--- src/rtl/div_pkg.sv ---
// Shared constants and state encoding for the iterative divider.
package div_pkg;

  localparam int DIV_WIDTH   = 32;
  localparam int DIV_LATENCY = 34;

  typedef enum logic [1:0] {
    IDLE,
    PREP,
    ITER,
    FIX
  } div_state_t;

endpackage

--- src/rtl/div_core_unsigned.sv ---
// Restoring unsigned divider: WIDTH shift-subtract steps, the first taken on the start edge.
module div_core_unsigned
  import div_pkg::*;
#(
  parameter int WIDTH = DIV_WIDTH
) (
  input  logic             clk,
  input  logic             srst,
  input  logic             start,
  input  logic [WIDTH-1:0] dividend,
  input  logic [WIDTH-1:0] divisor,
  output logic             done,
  output logic [WIDTH-1:0] quotient,
  output logic [WIDTH-1:0] remainder
);

  localparam int CW = $clog2(WIDTH);
  localparam logic [CW-1:0] LAST_STEP = CW'(WIDTH - 1);

  logic [WIDTH-1:0] rem_reg;
  logic [WIDTH-1:0] quo_reg;
  logic [WIDTH-1:0] dsr_reg;
  logic [CW-1:0]    count_reg;
  logic             busy_reg;
  logic             done_reg;

  logic [WIDTH-1:0] rem_in;
  logic [WIDTH-1:0] quo_in;
  logic [WIDTH-1:0] dsr_in;
  logic [WIDTH-1:0] rem_next;
  logic [WIDTH-1:0] quo_next;
  logic [WIDTH:0]   shifted;
  logic [WIDTH:0]   diff;

  // On start the step operates on the port operands, so the first step costs no extra cycle.
  always_comb begin
    rem_in  = start ? '0 : rem_reg;
    quo_in  = start ? dividend : quo_reg;
    dsr_in  = start ? divisor : dsr_reg;
    shifted = {rem_in, quo_in[WIDTH-1]};
    diff    = shifted - {1'b0, dsr_in};
    if (!diff[WIDTH]) begin
      rem_next = diff[WIDTH-1:0];
      quo_next = {quo_in[WIDTH-2:0], 1'b1};
    end else begin
      rem_next = shifted[WIDTH-1:0];
      quo_next = {quo_in[WIDTH-2:0], 1'b0};
    end
  end

  always_ff @(posedge clk) begin
    if (srst) begin
      rem_reg   <= '0;
      quo_reg   <= '0;
      dsr_reg   <= '0;
      count_reg <= '0;
      busy_reg  <= 1'b0;
      done_reg  <= 1'b0;
    end else begin
      done_reg <= 1'b0;
      if (start || busy_reg) begin
        rem_reg <= rem_next;
        quo_reg <= quo_next;
        dsr_reg <= dsr_in;
      end
      if (start) begin
        busy_reg  <= 1'b1;
        count_reg <= CW'(1);
      end else if (busy_reg) begin
        count_reg <= count_reg + 1'b1;
        if (count_reg == LAST_STEP) begin
          busy_reg <= 1'b0;
          done_reg <= 1'b1;
        end
      end
    end
  end

  assign done      = done_reg;
  assign quotient  = quo_reg;
  assign remainder = rem_reg;

endmodule

--- src/rtl/axis_divider.sv ---
// Valid-only stream divider: sign handling around the unsigned core, fixed 34-cycle latency.
module axis_divider
  import div_pkg::*;
#(
  parameter int SIGNED = 1,
  parameter int WIDTH  = DIV_WIDTH
) (
  input  logic               aclk,
  input  logic               areset,
  input  logic               s_axis_divisor_tvalid,
  input  logic [WIDTH-1:0]   s_axis_divisor_tdata,
  input  logic               s_axis_dividend_tvalid,
  input  logic [WIDTH-1:0]   s_axis_dividend_tdata,
  output logic               m_axis_dout_tvalid,
  output logic [2*WIDTH-1:0] m_axis_dout_tdata
);

  div_state_t         state_reg;
  logic [WIDTH-1:0]   dividend_reg;
  logic [WIDTH-1:0]   divisor_reg;
  logic               q_neg_reg;
  logic               r_neg_reg;
  logic               zero_reg;
  logic               tvalid_reg;
  logic [2*WIDTH-1:0] tdata_reg;

  logic               dividend_neg;
  logic               divisor_neg;
  logic [WIDTH-1:0]   dividend_mag;
  logic [WIDTH-1:0]   divisor_mag;
  logic [WIDTH-1:0]   quo_fix;
  logic [WIDTH-1:0]   rem_fix;
  logic               core_start;
  logic               core_done;
  logic [WIDTH-1:0]   core_quo;
  logic [WIDTH-1:0]   core_rem;

  // Read as unsigned, -(-2^(WIDTH-1)) is exactly 2^(WIDTH-1), so the magnitude never overflows.
  always_comb begin
    dividend_neg = (SIGNED != 0) && dividend_reg[WIDTH-1];
    divisor_neg  = (SIGNED != 0) && divisor_reg[WIDTH-1];
    dividend_mag = dividend_neg ? -dividend_reg : dividend_reg;
    divisor_mag  = divisor_neg ? -divisor_reg : divisor_reg;
    quo_fix      = zero_reg ? '1 : (q_neg_reg ? -core_quo : core_quo);
    rem_fix      = zero_reg ? dividend_reg : (r_neg_reg ? -core_rem : core_rem);
    core_start   = (state_reg == PREP);
  end

  div_core_unsigned #(
    .WIDTH(WIDTH)
  ) u_core (
    .clk      (aclk),
    .srst     (areset),
    .start    (core_start),
    .dividend (dividend_mag),
    .divisor  (divisor_mag),
    .done     (core_done),
    .quotient (core_quo),
    .remainder(core_rem)
  );

  always_ff @(posedge aclk) begin
    if (areset) begin
      state_reg    <= IDLE;
      dividend_reg <= '0;
      divisor_reg  <= '0;
      q_neg_reg    <= 1'b0;
      r_neg_reg    <= 1'b0;
      zero_reg     <= 1'b0;
      tvalid_reg   <= 1'b0;
      tdata_reg    <= '0;
    end else begin
      tvalid_reg <= 1'b0;
      case (state_reg)
        IDLE: begin
          if (s_axis_dividend_tvalid && s_axis_divisor_tvalid) begin
            dividend_reg <= s_axis_dividend_tdata;
            divisor_reg  <= s_axis_divisor_tdata;
            state_reg    <= PREP;
          end
        end
        PREP: begin
          q_neg_reg <= dividend_neg ^ divisor_neg;
          r_neg_reg <= dividend_neg;
          zero_reg  <= (divisor_reg == '0);
          state_reg <= ITER;
        end
        ITER: begin
          if (core_done) begin
            state_reg <= FIX;
          end
        end
        FIX: begin
          tdata_reg  <= {quo_fix, rem_fix};
          tvalid_reg <= 1'b1;
          state_reg  <= IDLE;
        end
        default: state_reg <= IDLE;
      endcase
    end
  end

  assign m_axis_dout_tvalid = tvalid_reg;
  assign m_axis_dout_tdata  = tdata_reg;

endmodule

--- config.mk ---
export PLATFORM = sky130hd
export DESIGN_NAME = axis_divider
export DESIGN_NICKNAME = d
export VERILOG_FILES = /design/src/rtl/div_pkg.sv /design/src/rtl/div_core_unsigned.sv /design/src/rtl/axis_divider.sv
export SDC_FILE = /design/constraint.sdc
export NUM_CORES = 1
export LEC_CHECK = 0
export ABC_AREA = 1
export BUFFER_PORTS_ARGS = -buffer_cell sky130_fd_sc_hd__buf_2
export CAP_MARGIN = 5
export CORE_AREA = 2 2 172 174
export DETAILED_ROUTE_END_ITERATION = 10
export DIE_AREA = 0 0 174 176
export PLACE_DENSITY_LB_ADDON = 0.3
export REMOVE_ABC_BUFFERS = 1
export SYNTH_ARGS = -nofsm -noshare
export SYNTH_HDL_FRONTEND = slang
export SYNTH_HIERARCHICAL = 1
export SYNTH_SLANG_ARGS = --single-unit
export TNS_END_PERCENT = 100
--- constraint.sdc ---
create_clock -name aclk -period 3.7 [get_ports aclk]
set_clock_uncertainty 0.1 [all_clocks]
set_input_delay 0.185 -clock aclk [delete_from_list [all_inputs] [get_ports aclk]]
set_output_delay 0.185 -clock aclk [all_outputs]
set_load 0.005 [all_outputs]
==> impl_results.md <==
* Outcome: completed
* Tightest Pin Transition at 1200 ps
* Clock Sinks at 237
* Pwr Density at 1010 nW/um2
* Synthesis-to-finish area growth at 24.0%
* CORE AREA at 28500 um2
* Critical path startpoint category: flip-flop
* DRT Pass-1 Iters at 6
* Gr usage total at 0.315
* Final Max Tran Viols at 0
* Source of the worst hold timing path: s_axis_divisor_tvalid
* Synthesized instance count at 2474
* Warnings, synthesis at 6
* #FFs+latches synth at 237
* # nets final at 2808
* FF-to-FF Start: divisor_reg[0]
* Top-count cell post-synth: nand2_1
* Final period utilization at 0.973
* Worst setup margin at 101 ps
* Fmax at 278 MHz
* Share of synthesized area occupied by flip-flops and latches at 0.305
* Buffers on Ports at 132
* IO Pins at 133
* Area leader, netlist: dfxtp_1
* # DRC at 0
* H-tree Lvls at 1
* Avg Vias per Cell at 5.44
* Clock slew at reported path FFs at 60 ps
* Routed WL at 50300 um
* Via count at 16800
* Starting Density at 0.545
* First-pass GRT wire length at 79000 um
* Die width at 174 um
* Sw Ratio at 0.509
* Die height at 176 um
* TritonCTS clock tree: built
* RD Place Congestion at 0.970
* Tightest Hold Check Type: in2reg
* Max Cap Viol at 0
* Post-synth EDFFs at 0
* Clk pwr share at 0.132
* Hpwl dp at 36600 um
* Fin util at 0.676
* Internal power at 9.56 mW
* Combinational share of power at 0.688
* Clk root buf: clkbuf_16
* Post-synth ARST share at 0
* Clock latency on the worst-skew pair at 550 ps
* Net Switching at 9.90 mW
* Largest net degree at the start of global routing at 84
* Initial DRC count at 1132
* Post-Syn Area at 15600 um2
* Worst setup path startpoint: divisor_reg[0]
* # rows at 62
* Yosys cell types at 51
* Vias in the first global route at 15900
* Drt wl/cell at 16.2 um
* Final ANT Viol Nets at 0
* Max reg flops at 64
* Crit path kind: reg2reg
* Final hold violations at 0
* Final setup vio count at 0
* CP required at 4040 ps
* Final Instance Area at 19300 um2
* Area of the die at 30600 um2
* Maximum vdd drop at 0.000869 V
* Num CTS Buffers at 27
* RSZ-0062 raised after global routing: yes
* Dpl cell area at 16900 um2
* Initial antenna violation count at 1
* Synthesized area per cell at 6.29 um2
* Layout cells sized above 1 at 0.172
* CP endpoint kind: flip-flop
* Final TNS setup at 0 ps
* Worst Path Max Fanout at 7
* Yosys top cell area share at 0.305
* Clk buf depth at 3
* Overflow after GRT at 0
* Worst path arrival time at 3940 ps
* Most used flip-flop cell after synthesis: dfxtp_1
* Area contributors post-synth: dfxtp_1 30%, nand2_1 14%, inv_1 8.7%
* Seq pwr share at 0.180
* Synth top cells by count: 576 x nand2_1, 359 x inv_1, 287 x nor2_1, 237 x dfxtp_1, 208 x a21oi_1
* P_leak at 9.43 nW
* Pre-CTS setup slack at -170 ps
* Final min period at 3600 ps
* Worst slew margin at 0.200
[cell type report]
cell class / count / area (um2)
Inverter: 372 / 1400
Fill cell: 2618 / 9250
Sequential cell: 237 / 4750
Multi-Input combinational cell: 1759 / 9620
Clock buffer: 39 / 771
Antenna cell: 1 / 2.50
Timing Repair Buffer: 299 / 2220
Clock inverter: 4 / 60.1
Tap cell: 384 / 480
[what timing repair did]
item / CTS / global route
setup buffers: 9 / 13
pin swaps: 10 / 41
cloned: 1 / 2
endpoints found under the hold margin: 78 / 0
gates resized for setup: 28 / 139
endpoints found under the setup margin: 33 / 33
hold buffers: 65 / 0
[logic make-up (layout without fill, tap and decap cells)]
logic type / Yosys count / count (layout) / share of synthesized area
flops: 237 / 237 / 0.305
compound gates: 457 / 457 / 0.161
simple gates: 1150 / 1150 / 0.315
fa+ha+maj: 44 / 44 / 0.0359
buf+inv: 478 / 714 / 0.120
mux: 31 / 31 / 0.0199
xor+xnor: 77 / 77 / 0.0433
other cells: 0 / 1 / 0
[placed cells by master (no fill, tap or decap), types with 10 or more instances in the layout]
cell and n:
inv_1 349, nor2_2 19, nand2_4 16, ha_4 10, a31oi_1 11, nand4_1 32, nand3_2 32, nand2_1 541
buf_4 91, o221ai_1 21, o21ai_1 17, a21oi_1 199, nand3_1 143, nor2_4 10, dfxtp_1 234, ha_1 31
dlygate4sd3_1 65, nor3_1 19, buf_2 131, clkbuf_16 29, nor2_1 272, xor2_1 71, nand2_2 35, a21oi_2 10
o21ai_0 158, inv_2 18, o211ai_1 10, mux2i_1 22
[path summary, 6_finish.rpt]
path | cells after the start | end | slack (ps)
max | 25 | u_core/remainder[18] | 100
min | 5 | state_reg[0] | 60
max reg2reg | 25 | u_core/remainder[18] | 100
min reg2reg | 2 | m_axis_dout_tdata[28] | 360
[per-stage QoR]
step | total power [mW] | instances | hold WS (ps)
2_1_floorplan | 10.9 | 2368 | 154
3_3_place_gp | 14.5 | 2961 | 353
3_5_place_dp | 14.6 | 2961 | 355
4_1_cts | 17.7 | 3079 | 32.6
5_1_grt | 21.0 | 3095 | 81.5
6_report | 19.5 | 3095 | 58.5
[power groups by stage]
stage / Combinational (mW) / Clock (mW) / Sequential, mW
4_1_cts: 11.6 / 2.60 / 3.49
5_1_grt: 14.7 / 2.71 / 3.56
3_3_place_gp: 10.9 / 0 / 3.52
3_5_place_dp: 11.0 / 0 / 3.54
2_1_floorplan: 7.49 / 0 / 3.46
6_report: 13.4 / 2.56 / 3.51
[metal layers]
metal  part of all wire  global-route usage  up-vias  routed length (um)
met5                  0                   0        -                   0
met4              0.038               0.117        0                1920
met3              0.059              0.0355      127                2970
met2               0.49               0.578      603               24900
met1               0.41               0.378     7740               20500
li1                   -                   -     8373                   -
[worst max-delay path, cell delays in order, from the launching register on]
cell       delay [ps]
dfxtp_2           320
inv_2              80
buf_4             130
nand3_4            70
nor3_4            270
buf_4             170
nand3_1            80
o21ai_1           170
xor2_1            110
mux2i_2           310
ha_4              270
nand2_1           120
inv_2              50
nand2_1            80
nand2_1            70
a21oi_2           170
nand2_4            80
nand2_2           100
nand2_2            90
nand2_4           100
nand2_8           100
clkbuf_16         200
nand3_2            80
nand3_2            70
nand2_1            60
inv_1              40
Note: power is estimated with default switching activity, not from simulation.
